File: src/rtl/agri_soc_pkg.sv
// Shared types and default sizing for the sensor scan scheduler.
package agri_soc_pkg;

    localparam int NUM_CH_DEF = 4;
    localparam int DATA_W_DEF = 12;

    typedef enum logic [2:0] {
        IDLE,
        SELECT,
        REQ,
        WAIT,
        STORE
    } scan_state_t;

endpackage

File: src/rtl/scan_tick_timer.sv
// Free-running period timer that emits a one-cycle tick every PERIOD cycles while enabled.
// Latency: tick is combinational on the terminal count, so it coincides with count PERIOD-1.
// Backpressure: none; the count is held at zero whenever enable is low.
module scan_tick_timer #(
    parameter int PERIOD = 1000
) (
    input  logic clk,
    input  logic reset,
    input  logic enable,
    output logic tick
);

    localparam int W = (PERIOD > 1) ? $clog2(PERIOD) : 1;

    logic [W-1:0] cnt;

    assign tick = enable && (cnt == W'(PERIOD - 1));

    always_ff @(posedge clk or negedge reset) begin
        if (!reset) begin
            cnt <= '0;
        end else if (!enable || tick) begin
            cnt <= '0;
        end else begin
            cnt <= cnt + W'(1);
        end
    end

endmodule

File: src/rtl/sensor_scan_scheduler.sv
// Scans the masked sensor channels through one shared ADC once per PERIOD and raises per-channel threshold alarms.
// Latency: sample_valid pulses exactly one cycle after the accepted adc_valid.
// Backpressure: none downstream; ADC waits are bounded by TIMEOUT and ticks arriving mid-scan are dropped and flagged.
module sensor_scan_scheduler
    import agri_soc_pkg::*;
#(
    parameter int NUM_CH  = NUM_CH_DEF,
    parameter int DATA_W  = DATA_W_DEF,
    parameter int PERIOD  = 1000,
    parameter int TIMEOUT = 64
) (
    input  logic                      clk,
    input  logic                      reset,
    input  logic                      enable,
    input  logic [NUM_CH-1:0]         ch_mask,
    input  logic [DATA_W-1:0]         thresh,
    output logic                      adc_req,
    output logic [$clog2(NUM_CH)-1:0] adc_ch,
    input  logic                      adc_valid,
    input  logic [DATA_W-1:0]         adc_data,
    output logic                      sample_valid,
    output logic [$clog2(NUM_CH)-1:0] sample_ch,
    output logic [DATA_W-1:0]         sample_data,
    output logic [NUM_CH-1:0]         LED,
    output logic                      scan_done,
    output logic                      timeout_err,
    output logic                      overrun_err
);

    localparam int CW = $clog2(NUM_CH);
    // One spare pointer bit so "past the last channel" is representable and ends the scan.
    localparam int PW = CW + 1;
    localparam int TW = $clog2(TIMEOUT + 1);

    scan_state_t       state;
    scan_state_t       state_d;
    logic              tick;
    logic [NUM_CH-1:0] mask_q;
    logic [PW-1:0]     ptr;
    logic [PW-1:0]     nxt_ptr;
    logic [TW-1:0]     wcnt;
    logic              found;
    logic              scan_start;
    logic              sel_go;
    logic              done_set;
    logic              capture;
    logic              tmo;
    logic              store;

    scan_tick_timer #(
        .PERIOD(PERIOD)
    ) u_timer (
        .clk   (clk),
        .reset (reset),
        .enable(enable),
        .tick  (tick)
    );

    // Lowest latched-enabled channel at or above the pointer.
    always_comb begin
        found   = 1'b0;
        nxt_ptr = '0;
        for (int i = NUM_CH - 1; i >= 0; i--) begin
            if (mask_q[i] && (PW'(i) >= ptr)) begin
                found   = 1'b1;
                nxt_ptr = PW'(i);
            end
        end
    end

    always_comb begin
        state_d    = state;
        scan_start = 1'b0;
        sel_go     = 1'b0;
        done_set   = 1'b0;
        capture    = 1'b0;
        tmo        = 1'b0;
        store      = 1'b0;
        case (state)
            IDLE: begin
                if (tick && enable && (|ch_mask)) begin
                    scan_start = 1'b1;
                    state_d    = SELECT;
                end
            end
            SELECT: begin
                // A disabled scheduler abandons the scan silently once the in-flight sample is out.
                if (!enable) begin
                    state_d = IDLE;
                end else if (found) begin
                    sel_go  = 1'b1;
                    state_d = REQ;
                end else begin
                    done_set = 1'b1;
                    state_d  = IDLE;
                end
            end
            REQ: begin
                state_d = WAIT;
            end
            WAIT: begin
                if (adc_valid) begin
                    capture = 1'b1;
                    state_d = STORE;
                end else if (wcnt == TW'(TIMEOUT - 1)) begin
                    tmo     = 1'b1;
                    state_d = SELECT;
                end
            end
            STORE: begin
                store   = 1'b1;
                state_d = SELECT;
            end
            default: begin
                state_d = IDLE;
            end
        endcase
    end

    always_ff @(posedge clk or negedge reset) begin
        if (!reset) begin
            state <= IDLE;
        end else begin
            state <= state_d;
        end
    end

    always_ff @(posedge clk or negedge reset) begin
        if (!reset) begin
            mask_q      <= '0;
            ptr         <= '0;
            wcnt        <= '0;
            sample_ch   <= '0;
            sample_data <= '0;
            LED         <= '0;
            scan_done   <= 1'b0;
            timeout_err <= 1'b0;
            overrun_err <= 1'b0;
        end else begin
            scan_done <= done_set;
            if (scan_start) begin
                mask_q <= ch_mask;
                ptr    <= '0;
            end
            if (sel_go) begin
                ptr <= nxt_ptr;
            end
            if (tmo || store) begin
                ptr <= ptr + PW'(1);
            end
            if (state == WAIT) begin
                wcnt <= wcnt + TW'(1);
            end else begin
                wcnt <= '0;
            end
            if (capture) begin
                sample_data <= adc_data;
                sample_ch   <= ptr[CW-1:0];
            end
            if (store) begin
                LED[ptr[CW-1:0]] <= (sample_data > thresh);
            end
            if (tmo) begin
                timeout_err <= 1'b1;
            end
            if (tick && (state != IDLE)) begin
                overrun_err <= 1'b1;
            end
        end
    end

    // Request and publish strobes decode straight from state so reset drops them immediately.
    assign adc_req      = (state == REQ) || (state == WAIT);
    assign adc_ch       = ptr[CW-1:0];
    assign sample_valid = (state == STORE);

endmodule

File: config.mk
export PLATFORM = sky130hd
export DESIGN_NAME = sensor_scan_scheduler
export DESIGN_NICKNAME = d
export VERILOG_FILES = /design/src/rtl/agri_soc_pkg.sv /design/src/rtl/scan_tick_timer.sv /design/src/rtl/sensor_scan_scheduler.sv
export SDC_FILE = /design/constraint.sdc
export NUM_CORES = 1
export LEC_CHECK = 0
export ABC_AREA = 1
export CORE_UTILIZATION = 51
export CTS_CLUSTER_SIZE = 12
export DETAILED_ROUTE_END_ITERATION = 6
export PLACE_DENSITY = 0.81
export REMOVE_ABC_BUFFERS = 1
export SLEW_MARGIN = 25
export SYNTH_ARGS = -nofsm -noshare
export SYNTH_HDL_FRONTEND = slang
export SYNTH_SLANG_ARGS = --single-unit
File: constraint.sdc
create_clock -name clk -period 1.9 [get_ports clk]
set_input_delay 0.38 -clock clk [delete_from_list [all_inputs] [get_ports clk]]
set_output_delay 0.38 -clock clk [all_outputs]
set_load 0.01 [all_outputs]
Word level (Yosys, flattened, before mapping)

Cells that the tools add are included.

Register bits after elaboration: 48
Input port bits: 32
Logic and storage cells: 83

Add/sub/neg operators: 3
$lt $le $gt $ge: 7
Eq/ne operators: 8
Muxes and demuxes: 36
Reductions and logical operators: 18

Operators by type and width:

| kind                                                             | number |
|---|---|
| 2-to-1 mux 3 bit                                                 | 8 |
| 2-to-1 mux 1 bit                                                 | 19 |
| case mux 3 bit (5 select lines)                                  | 1 |
| greater-than comparator 12 bit                                   | 1 |
| adder 10 x 1 -> 10 bit, second input constant                    | 1 |
| == test 10 bit, second input constant                            | 1 |
| 2-to-1 mux 10 bit                                                | 1 |
| logical AND 1 bit                                                | 9 |
| 2-to-1 mux 2 bit                                                 | 4 |
| adder 7 x 1 -> 7 bit, second input constant                      | 1 |
| == test 7 x 6 -> 1 bit, second input constant                    | 1 |
| 2-to-1 mux 7 bit                                                 | 1 |
| == test 3 x 2 -> 1 bit, second input constant                    | 2 |
| greater-or-equal comparator 1 x 3 -> 1 bit, first input constant | 2 |
| greater-or-equal comparator 2 x 3 -> 1 bit, first input constant | 2 |
| nonzero test 3 bit                                               | 2 |
| bitwise mux 4 bit                                                | 1 |
| OR reduction 4 bit                                               | 1 |
| adder 3 x 1 -> 3 bit, second input constant                      | 1 |
| == test 3 x 1 -> 1 bit, second input constant                    | 1 |
| == test 3 bit, second input constant                             | 1 |
| logical NOT 3 bit                                                | 1 |
| logical OR 1 bit                                                 | 3 |
| < comparator 2 x 3 -> 1 bit, second input constant               | 1 |
| 6 further kinds                                                  | 6 |

Longest topological paths before layout

Gate-level depths: netlist of run 1.

Depth after elaboration: 11
Depth in mapped cells: 11

Modules after synthesis

Synthesis of run 1 repeated with hierarchy kept, for this count alone.

Cell total of the unflattened synthesis: 332
Area total of the unflattened synthesis: 2670.1 um^2

Modules (own cells, without submodules):

| module                | instances | cells each | area an instance (um^2) | seq. area each (um^2) |
|---|---|---|---|---|
| sensor_scan_scheduler | 1         | 261        | 2122.0                  | 950.9 |
| scan_tick_timer       | 1         | 71         | 548.0                   | 250.2 |

Least setup slack after synthesis of run 1

Ideal clock, no wire load.

Path kind: register to register
From: reg ptr[0]
To: reg ptr[2]
Setup time: 0.065 ns
Arrival time: 1.337 ns
Required time: 1.835 ns
Setup slack: 0.498 ns
Stages on the path, launching flop included: 10
Clock period less this slack: 1.402 ns
Cells stage by stage: dfrtp_1 -> inv_1 -> ha_1 -> inv_1 -> nand3_1 -> nand2_1 -> nand2_1 -> o21bai_2 -> nand4_1 -> nand2_1

Cells in the longest elaborated chain, start to end: 11

Ends and longest elaborated chain:

| item                                       | line                         | RTL |
|---|---|---|
| start: declaration                         | sensor_scan_scheduler.sv:39  | `logic [PW-1:0] ptr;` |
| start signal: assignment                   | sensor_scan_scheduler.sv:146 | `ptr <= nxt_ptr;` |
| start signal: assignment                   | sensor_scan_scheduler.sv:149 | `ptr <= ptr + PW'(1);` |
| greater-or-equal comparator 2 x 3 -> 1 bit | sensor_scan_scheduler.sv:64  | `if (mask_q[i] && (PW'(i) >= ptr)) begin` |
| logical AND 1 bit                          | sensor_scan_scheduler.sv:64  |  |
| 2-to-1 mux 1 bit (4 in series)             | sensor_scan_scheduler.sv:64  |  |
| 2-to-1 mux 1 bit                           | sensor_scan_scheduler.sv:90  | `end else if (found) begin` |
| 2-to-1 mux 1 bit                           | sensor_scan_scheduler.sv:88  | `if (!enable) begin` |
| 2-to-1 mux 1 bit                           | sensor_scan_scheduler.sv:79  | `case (state)` |
| 2-to-1 mux 3 bit                           | sensor_scan_scheduler.sv:145 | `if (sel_go) begin` |
| 2-to-1 mux 3 bit                           | sensor_scan_scheduler.sv:148 | `if (tmo \|\| store) begin` |

Parallel ways exist; a longest one is shown, timed or not.
A chain may end at the register's enable or synchronous reset.

Worst setup path in the final report of run 1

From: reg state[0]
To: out sample_valid

Cells in the longest elaborated chain, start to end: 1

Ends and longest elaborated chain:

| item                     | line                         | RTL |
|---|---|---|
| start: declaration       | sensor_scan_scheduler.sv:35  | `scan_state_t state;` |
| start signal: assignment | sensor_scan_scheduler.sv:124 | `state <= state_d;` |
| == test 3 bit            | sensor_scan_scheduler.sv:175 | `assign sample_valid = (state == STORE);` |
| end: declaration         | sensor_scan_scheduler.sv:21  | `output logic sample_valid,` |

No other way between the ends.

==> impl_metrics.yaml, run 1 <==
layout:
  fin_nets: 436
  multi_input_area_um2: 1190
  area_delta_synth_final_pct: 29.2
  fill_cells: 406
  stdcell_area_um2: 3370
  drive_gt1_share_pct: 6.98
  regArea_um2: 1200
  diodes: 0
  instances_no_fill: 454
synth:
  yosys_warnings: 0
  synthArstFlopShare_pct: 100
  netlist_area_um2: 2610
  netlist.area_leader.share_pct: 46.0
  synth_edf_count: 0
  yosys.area.top_type: "dfrtp_1"
  syn-instance-count: 322
  ys_types: 28
  synth_common_cells: "nand2_1, dfrtp_1, inv_1, nor2_1, o21ai_0"
  yosysMostFrequentCell: "nand2_1"
  ys_top_cells_by_area: "dfrtp_1, nand2_1, ha_1"
  synth_flop_cell: "dfrtp_1"
  syn_avg_cell_area_um2: 8.10
  ys_ff_latch: 48
  ys_seq_area_share_pct: 46.0
critical_path:
  cp.required_ns: 1.52
  critPathLaunch: "state[0]"
  crit_path_end_kind: "output port"
  path_class: "reg2out"
  worst_setup_path_start_kind: "register"
  critPathMaxFanout: 3
  crit-reg2reg-launch: "ptr[0]"
  cp.arrival_ns: 1.42
timing:
  worst_pin_slew_ns: 0.543
  slew_violations: 0
  min_period_ns: 1.80
  setup_viol: 0
  finalHoldViolCount: 0
  whs_ns: 0.0489
  max_freq_mhz: 555
  relSlewSlack_pct: 63.8
  worst_slack_ns: 0.0991
  rsz0062_at_grt: "false"
  finalSetupTns_ns: 0
  timing.final.crit_share_pct: 94.8
  clock_skew_ns: 0.00689
global_routing:
  grt_pass1_wl_mm: 8.94
  grt_max_degree: 27
  grt_use_total_pct: 21.8
  antenna_found_initial: 0
  grt_overflow: 0
  first_global_vias: 2145
route:
  first_pass_iters: 6
  ant_nets: 0
  dr_total_vias: 2231
  dr.first_iter.drc_count: 117
  via_per_inst: 4.91
  wl_mm: 5.52
  post-route-drc-count: 0
  wl_per_cell_um: 12.2
die:
  fp-row-count: 25
  core_um2: 4820
  die_area_um2: 5410
  initial_utilization_pct: 54.2
  die_w_um: 73.5
  ios: 57
  die_h_um: 73.5
cts:
  cts_hold_buf: 0
  htreeDepth: 2
  root_buffer: "clkbuf_8"
  cts_tree: "built"
  clk_latency_ns: 0.30
  clkSlewWorstSetupHoldPaths_ns: 0.09
  cts_sinks: 48
  cts_buffers: 5
  clockBufferDepth: 2
place:
  finalWeightedCongestion: 0.831
  place_worst_setup_slack_ns: -0.0796
  placed_area_um2: 3260
  hpwl_mm: 4.24
  dpl.cell_count: 445
  place.port_buffers: 56
power_and_ir_drop:
  p_leak_nw: 1.72
  power_density_nw_per_um2: 1060
  max-vdd-ir-drop_mv: 0.459
run_status:
  status: "finished clean"
flow_run:
  cap_violations: 0
hold_path:
  hold_class: "in2async"
==> repair_timing <==
item / 4_1_cts / 5_1_grt
buffers inserted: 1 / 0
resized for setup: 2 / 0
endpoints found under the setup margin: 2 / 0
==> layer usage <==
metal	wire length [µm]	track usage, %
met4	52	7.48
met3	271	4.80
met5	0	0
met2	2730	39.1
met1	2470	25.7
==> path summary, 6_finish.rpt <==
path                       slack, ns              to  cells past startpoint
max in group asynchronous       1.32  sample_data[7]                      2
min in group clk                0.47     overrun_err                      1
hold / removal                  0.05         wcnt[2]                      1
hold reg to reg                 0.47     overrun_err                      1
setup / recovery                 0.1    sample_valid                      5
setup reg to reg                0.22          ptr[2]                      9
==> area by class of cell <==
class	instances	area share [%]
tap	67	2.49
clock buffer	6	2.15
inverter	50	5.57
clock inverter	2	1.04
multi-input combinational	220	35.2
timing repair buffer	61	17.9
sequential	48	35.6
==> critical path, stage by stage (launching register included) <==
cell and delay, ns:
dfrtp_1 0.39, buf_4 0.15, nor2_1 0.11, inv_1 0.08, nor2_2 0.11, dlygate4sd2_1 0.29
==> where the power goes <==
group | switching (mW) | internal, mW | total (mW)
clock network | 0.346 | 0.391 | 0.737
logic | 0.719 | 0.692 | 1.41
registers | 0.193 | 1.24 | 1.43
==> state kept, by name, indices dropped and copies added (netlist names) <==
signal / flops
wcnt: 7
sample_ch: 2
LED: 4
mask_q: 4
scan_done: 1
u_timer.cnt: 10
overrun_err: 1
timeout_err: 1
state: 3
ptr: 3
sample_data: 12
==> stage by stage <==
step	utilization (%)	power (mW)
global placement	67.6	2.82
detailed placement	67.6	2.86
global route	69.9	3.83
CTS	69.9	3.60
finish	69.9	3.58
floorplan	-	2.16
==> kinds of logic (layout without fill, tap and decap cells) <==
family	after synthesis	after routing	share of synthesized area [%]
flops	48	48	46.0
buf+inv	54	119	8.49
simple gates	161	161	27.8
xor+xnor	2	2	0.672
compound gates	39	39	8.39
fa+ha+maj	18	18	8.63
==> placed cells by master, fill, tap and decap left out <==
cell type	count
nor3_2	1
clkinv_2	1
nand2_2	2
a21oi_1	12
nor3_4	1
nand4_2	1
ha_1	18
inv_1	48
nand3_2	2
clkdlybuf4s50_1	53
nand2_1	87
buf_4	4
buf_12	1
nor3_1	3
bufinv_16	1
nand3_1	14
o21ai_0	19
and2_1	1
nor3b_1	2
a21boi_0	1
o21a_1	4
xor2_1	2
nor2_4	2
o21bai_2	1
nand4_1	8
nand3b_1	1
inv_2	2
a21o_1	2
clkbuf_1	1
buf_2	1
nor2_2	2
clkbuf_8	5
nor2_1	34
dfrtp_1	48
dlygate4sd2_1	2
No activity file was read; power rests on OpenSTA's default activity.
==> run 2, diff against run 1 <==
- CORE_ASPECT_RATIO: not set -> 1.75
==> run 2 against run 1 <==
  * Cell count down 3.3%
  * Routed wire length grew 1.6%
  * Cell area down 1.6%
  * Sequential share of layout area rose by 0.58 points
  * Total power is 5.1% lower
==> impl_metrics.yaml, run 2 (synthesized netlist as in run 1, its figures left out) <==
timing:
  worst_pin_slew_ns: 0.435
  whs_ns: 0.0125
  max_freq_mhz: 572
  setup_viol: 0
  timing.final.crit_share_pct: 92.0
  min_period_ns: 1.75
  clock_skew_ns: 0.00380
  relSlewSlack_pct: 71.0
  rsz0062_at_grt: "false"
  finalHoldViolCount: 0
  slew_violations: 0
place:
  placed_area_um2: 3240
  finalWeightedCongestion: 0.805
  place.port_buffers: 56
  hpwl_mm: 4.44
route:
  post-route-drc-count: 0
  wl_mm: 5.61
  dr_total_vias: 2264
  wl_per_cell_um: 12.8
  via_per_inst: 5.16
  ant_nets: 0
  first_pass_iters: 4
  dr.first_iter.drc_count: 90
layout:
  stdcell_area_um2: 3320
  final_common_cell: "nand2_1"
  fin_nets: 435
  diodes: 0
  fill_cells: 414
  largest_register_ffs: 12
  final_cell_mix: "nand2_1, clkdlybuf4s50_1, dfrtp_1, inv_1, nor2_1"
  regArea_um2: 1200
  drive_gt1_share_pct: 6.49
  regMostFlops: "sample_data"
  postLayoutCoreUtil_pct: 67.2
  multi_input_area_um2: 1190
  area_delta_synth_final_pct: 27.1
  top_regs: "sample_data (12), u_timer.cnt (10), wcnt (7)"
cts:
  cts_sinks: 48
  clockBufferDepth: 2
  cts_tree: "built"
  cts_hold_buf: 0
  root_buffer: "clkbuf_8"
  clkSlewWorstSetupHoldPaths_ns: 0.08
  clk_latency_ns: 0.30
  cts_buffers: 5
  htreeDepth: 2
die:
  die_w_um: 56.1
  core_um2: 4930
  fp-row-count: 34
  initial_utilization_pct: 52.9
  die_h_um: 96.6
  ios: 57
  die_area_um2: 5420
critical_path:
  cp.arrival_ns: 1.37
  cp.required_ns: 1.52
  crit_path_end_kind: "output port"
  path_cells: "clkdlybuf4s50_1"
  slowest_delay_ns: 0.59
  path_class: "reg2out"
  worst_setup_path_start_kind: "register"
  cpMaxStageDelayCell: "clkdlybuf4s50_1"
  crit_family: "buffers and inverters"
  critPathMaxFanout: 8
  critPathBufInv: 1
global_routing:
  grt_overflow: 0
  grt_max_degree: 32
  antenna_found_initial: 0
  grt_pass1_wl_mm: 9.75
  first_global_vias: 2297
  grt_use_total_pct: 22.4
flow_run:
  cap_violations: 0
hold_path:
  hold_class: "in2async"
power_and_ir_drop:
  max-vdd-ir-drop_mv: 0.756
  p_leak_nw: 1.70
  power_density_nw_per_um2: 1020
run_status:
  status: "finished clean"
## run 2: cell count changes in the layout (fill, tap and decap cells not counted)
cell       change
bufinv_16      -1
buf_4          -1
## run 2: path summary, 6_finish.rpt
| kind | startpoint | slack, ns | endpoint | depth (start not counted) |
|---|---|---|---|---|
| max | ptr[1] | 0.15 | adc_ch[1] | 1 |
| min | reset | 0.01 | sample_data[3] | 1 |
| max reg2reg | ptr[0] | 0.25 | ptr[1] | 9 |
| min reg2reg | overrun_err | 0.47 | overrun_err | 1 |
| max in group asynchronous | reset | 1.38 | u_timer.cnt[9] | 2 |
| min in group clk | overrun_err | 0.47 | overrun_err | 1 |
## run 2: cell type report
class | instances | share of cell area [%]
clock buffer | 6 | 2.19
tap | 54 | 2.04
sequential | 48 | 36.2
clock inverter | 1 | 0.151
inverter | 50 | 5.66
multi-input combinational | 220 | 35.8
timing repair buffer | 60 | 18.0
## run 2: metal layers
metal,wire (µm),up-vias,global-route usage (%)
met5,0,-,0
li1,-,1139,-
met2,3090,61,41.8
met3,220,10,3.61
met4,109,0,7.69
met1,2190,1054,24.9
## run 2: stage by stage
| step | total power [mW] | std cells | setup WS (ns) | setup TNS (ns) |
|---|---|---|---|---|
| 2_1_floorplan | 2.16 | 318 | 0.426 | 0 |
| 3_3_place_gp | 2.82 | 432 | -0.0414 | -0.159 |
| 3_5_place_dp | 2.87 | 432 | -0.118 | -0.364 |
| 4_1_cts | 3.43 | 439 | 0.150 | 0 |
| 5_1_grt | 3.65 | 439 | 0.0359 | 0 |
| 6_report | 3.40 | 439 | 0.151 | 0 |
## run 2: what timing repair did
action	4_1_cts	5_1_grt
setup endpoints to repair	2	0
gates resized for setup	2	0
buffers inserted	0	0
## run 2: power by group
group | internal, mW | total [mW] | leakage (nW) | switching [mW]
sequential | 1.24 | 1.43 | 0.608 | 0.195
clock | 0.251 | 0.570 | 0.0410 | 0.319
combinational | 0.681 | 1.39 | 1.05 | 0.713
==> run 3, diff against run 2 <==
- clock period: 1.9 -> 2 ns (I/O delays scaled with it)
==> run 3 against run 2 <==
  * Setup slack worse by 0.053 ns
  * Critical endpoint is now sample_valid
  * Sequential share of layout area down 0.12 points
  * Combinational power down 4%
  * Largest cell class unchanged
==> impl_metrics.yaml, run 3 (synthesized netlist as in run 1, its figures left out) <==
run_status:
  status: "finished clean"
critical_path:
  crit-reg2reg-launch: "ptr[0]"
  worstRegToRegCells: 9
  critPathMaxFanout: 5
  critPathLaunch: "state[0]"
  path_class: "reg2out"
  worst_setup_path_start_kind: "register"
  crit_path_end_kind: "output port"
  cp.required_ns: 1.60
  rrSetupSlack_ns: 0.35
  r2r-end: "ptr[1]"
  cp.arrival_ns: 1.50
place:
  hpwl_mm: 4.21
  finalWeightedCongestion: 0.805
  place_worst_setup_slack_ns: -0.0342
  place.port_buffers: 56
  placed_area_um2: 3240
route:
  met2_length_mm: 2.89
  dr.first_iter.drc_count: 60
  via_per_inst: 5.10
  first_pass_iters: 4
  dr_wl_met3_um: 260
  ant_nets: 0
  post-route-drc-count: 0
  drt-met1-wl_mm: 2.12
  wl_mm: 5.33
  highest_layer: "met4"
  wl_per_cell_um: 12.1
  dr_total_vias: 2246
cts:
  htreeDepth: 2
  cts_sinks: 48
  cts_hold_buf: 0
  root_buffer: "clkbuf_8"
  cts_tree: "built"
  clockBufferDepth: 2
  clkSlewWorstSetupHoldPaths_ns: 0.08
  cts_buffers: 5
  clk_latency_ns: 0.29
global_routing:
  antenna_found_initial: 0
  grt_max_degree: 22
  grt_pass1_wl_mm: 9.30
  first_global_vias: 2173
  grt_use_total_pct: 21.2
  grt_overflow: 0
layout:
  stdcell_area_um2: 3330
  regArea_um2: 1200
  final_common_cell: "nand2_1"
  fill_cells: 416
  area_delta_synth_final_pct: 27.5
  multi_input_area_um2: 1190
  largest_register_ffs: 12
  drive_gt1_share_pct: 6.74
  diodes: 0
  final_cell_mix: "nand2_1, clkdlybuf4s50_1, dfrtp_1, inv_1, nor2_1"
  top_regs: "sample_data (12), u_timer.cnt (10), wcnt (7)"
  regMostFlops: "sample_data"
  fin_nets: 436
power_and_ir_drop:
  power_density_nw_per_um2: 971
  power_mw: 3.23
  max-vdd-ir-drop_mv: 0.909
  p_leak_nw: 1.71
die:
  core_um2: 4930
  die_h_um: 96.6
  die_area_um2: 5420
  ios: 57
  fp-row-count: 34
  die_w_um: 56.1
  initial_utilization_pct: 52.9
timing:
  clock_skew_ns: 0.00514
  finalHoldViolCount: 0
  max_freq_mhz: 526
  rsz0062_at_grt: "false"
  worst_pin_slew_ns: 0.482
  setup_viol: 0
  slew_violations: 0
  relSlewSlack_pct: 67.9
  timing.final.crit_share_pct: 95.1
  min_period_ns: 1.90
  worst_slack_ns: 0.0983
flow_run:
  cap_violations: 0
hold_path:
  hold_class: "in2async"
==> run 3: cell types whose count changed in the layout (fill, tap and decap cells not counted), sizes merged <==
cell          change
buf               +1
dlymetal6s2s      +1
dlygate4sd2       -1
==> run 3: worst max-delay path: stages (launching register included) <==
cell	delay [ns]
dfrtp_1	0.40
buf_4	0.15
nor2_1	0.09
inv_1	0.07
nor2_2	0.18
dlygate4sd2_1	0.32
==> run 3: power by group <==
group / switching, mW / internal [mW] / total (mW) / leakage, nW
sequential: 0.174 / 1.18 / 1.35 / 0.608
clock: 0.297 / 0.238 / 0.535 / 0.0410
combinational: 0.679 / 0.665 / 1.34 / 1.06
total: 1.15 / 2.08 / 3.23 / 1.71
==> run 3: how the worst max path moves through the flow <==
stage / to / slack [ns] / depth (start not counted)
detailed placement: LED[2] / -0.03 / 9
floorplan: ptr[1] / 0.53 / 9
global route: sample_valid / 0.01 / 5
finish: sample_valid / 0.1 / 5
global placement: LED[1] / 0.03 / 9
CTS: adc_req / 0.006 / 4
==> run 3: through the flow <==
stage                     utilization (%)  cells  TNS [ns]  hold slack, ns
after floorplan                         -    318         0           0.104
after global placement               65.7    432         0           0.388
after detailed placement             65.7    432    -0.113           0.388
after CTS                            67.4    440         0          0.0680
after global routing                 67.4    440         0          0.0867
final                                67.4    440         0          0.0569
==> run 3: cell type report <==
type	instances	area share, %
inverter	50	5.64
timing repair buffer	61	18.2
tap	54	2.03
clock inverter	1	0.150
multi-input combinational	220	35.7
clock buffer	6	2.18
sequential	48	36.1
==> run 3: metal layers <==
metal  track usage [%]  up-vias
li1                  -     1150
met1              23.7     1028
met2              40.6       63
met3              3.74        5
met4              5.07        0
met5                 0        -
==> run 3: timing repair <==
action	CTS	global route
buffers inserted	1	0
endpoints found under the hold margin	0	0
gates resized for setup	1	1
endpoints found under the setup margin	2	1
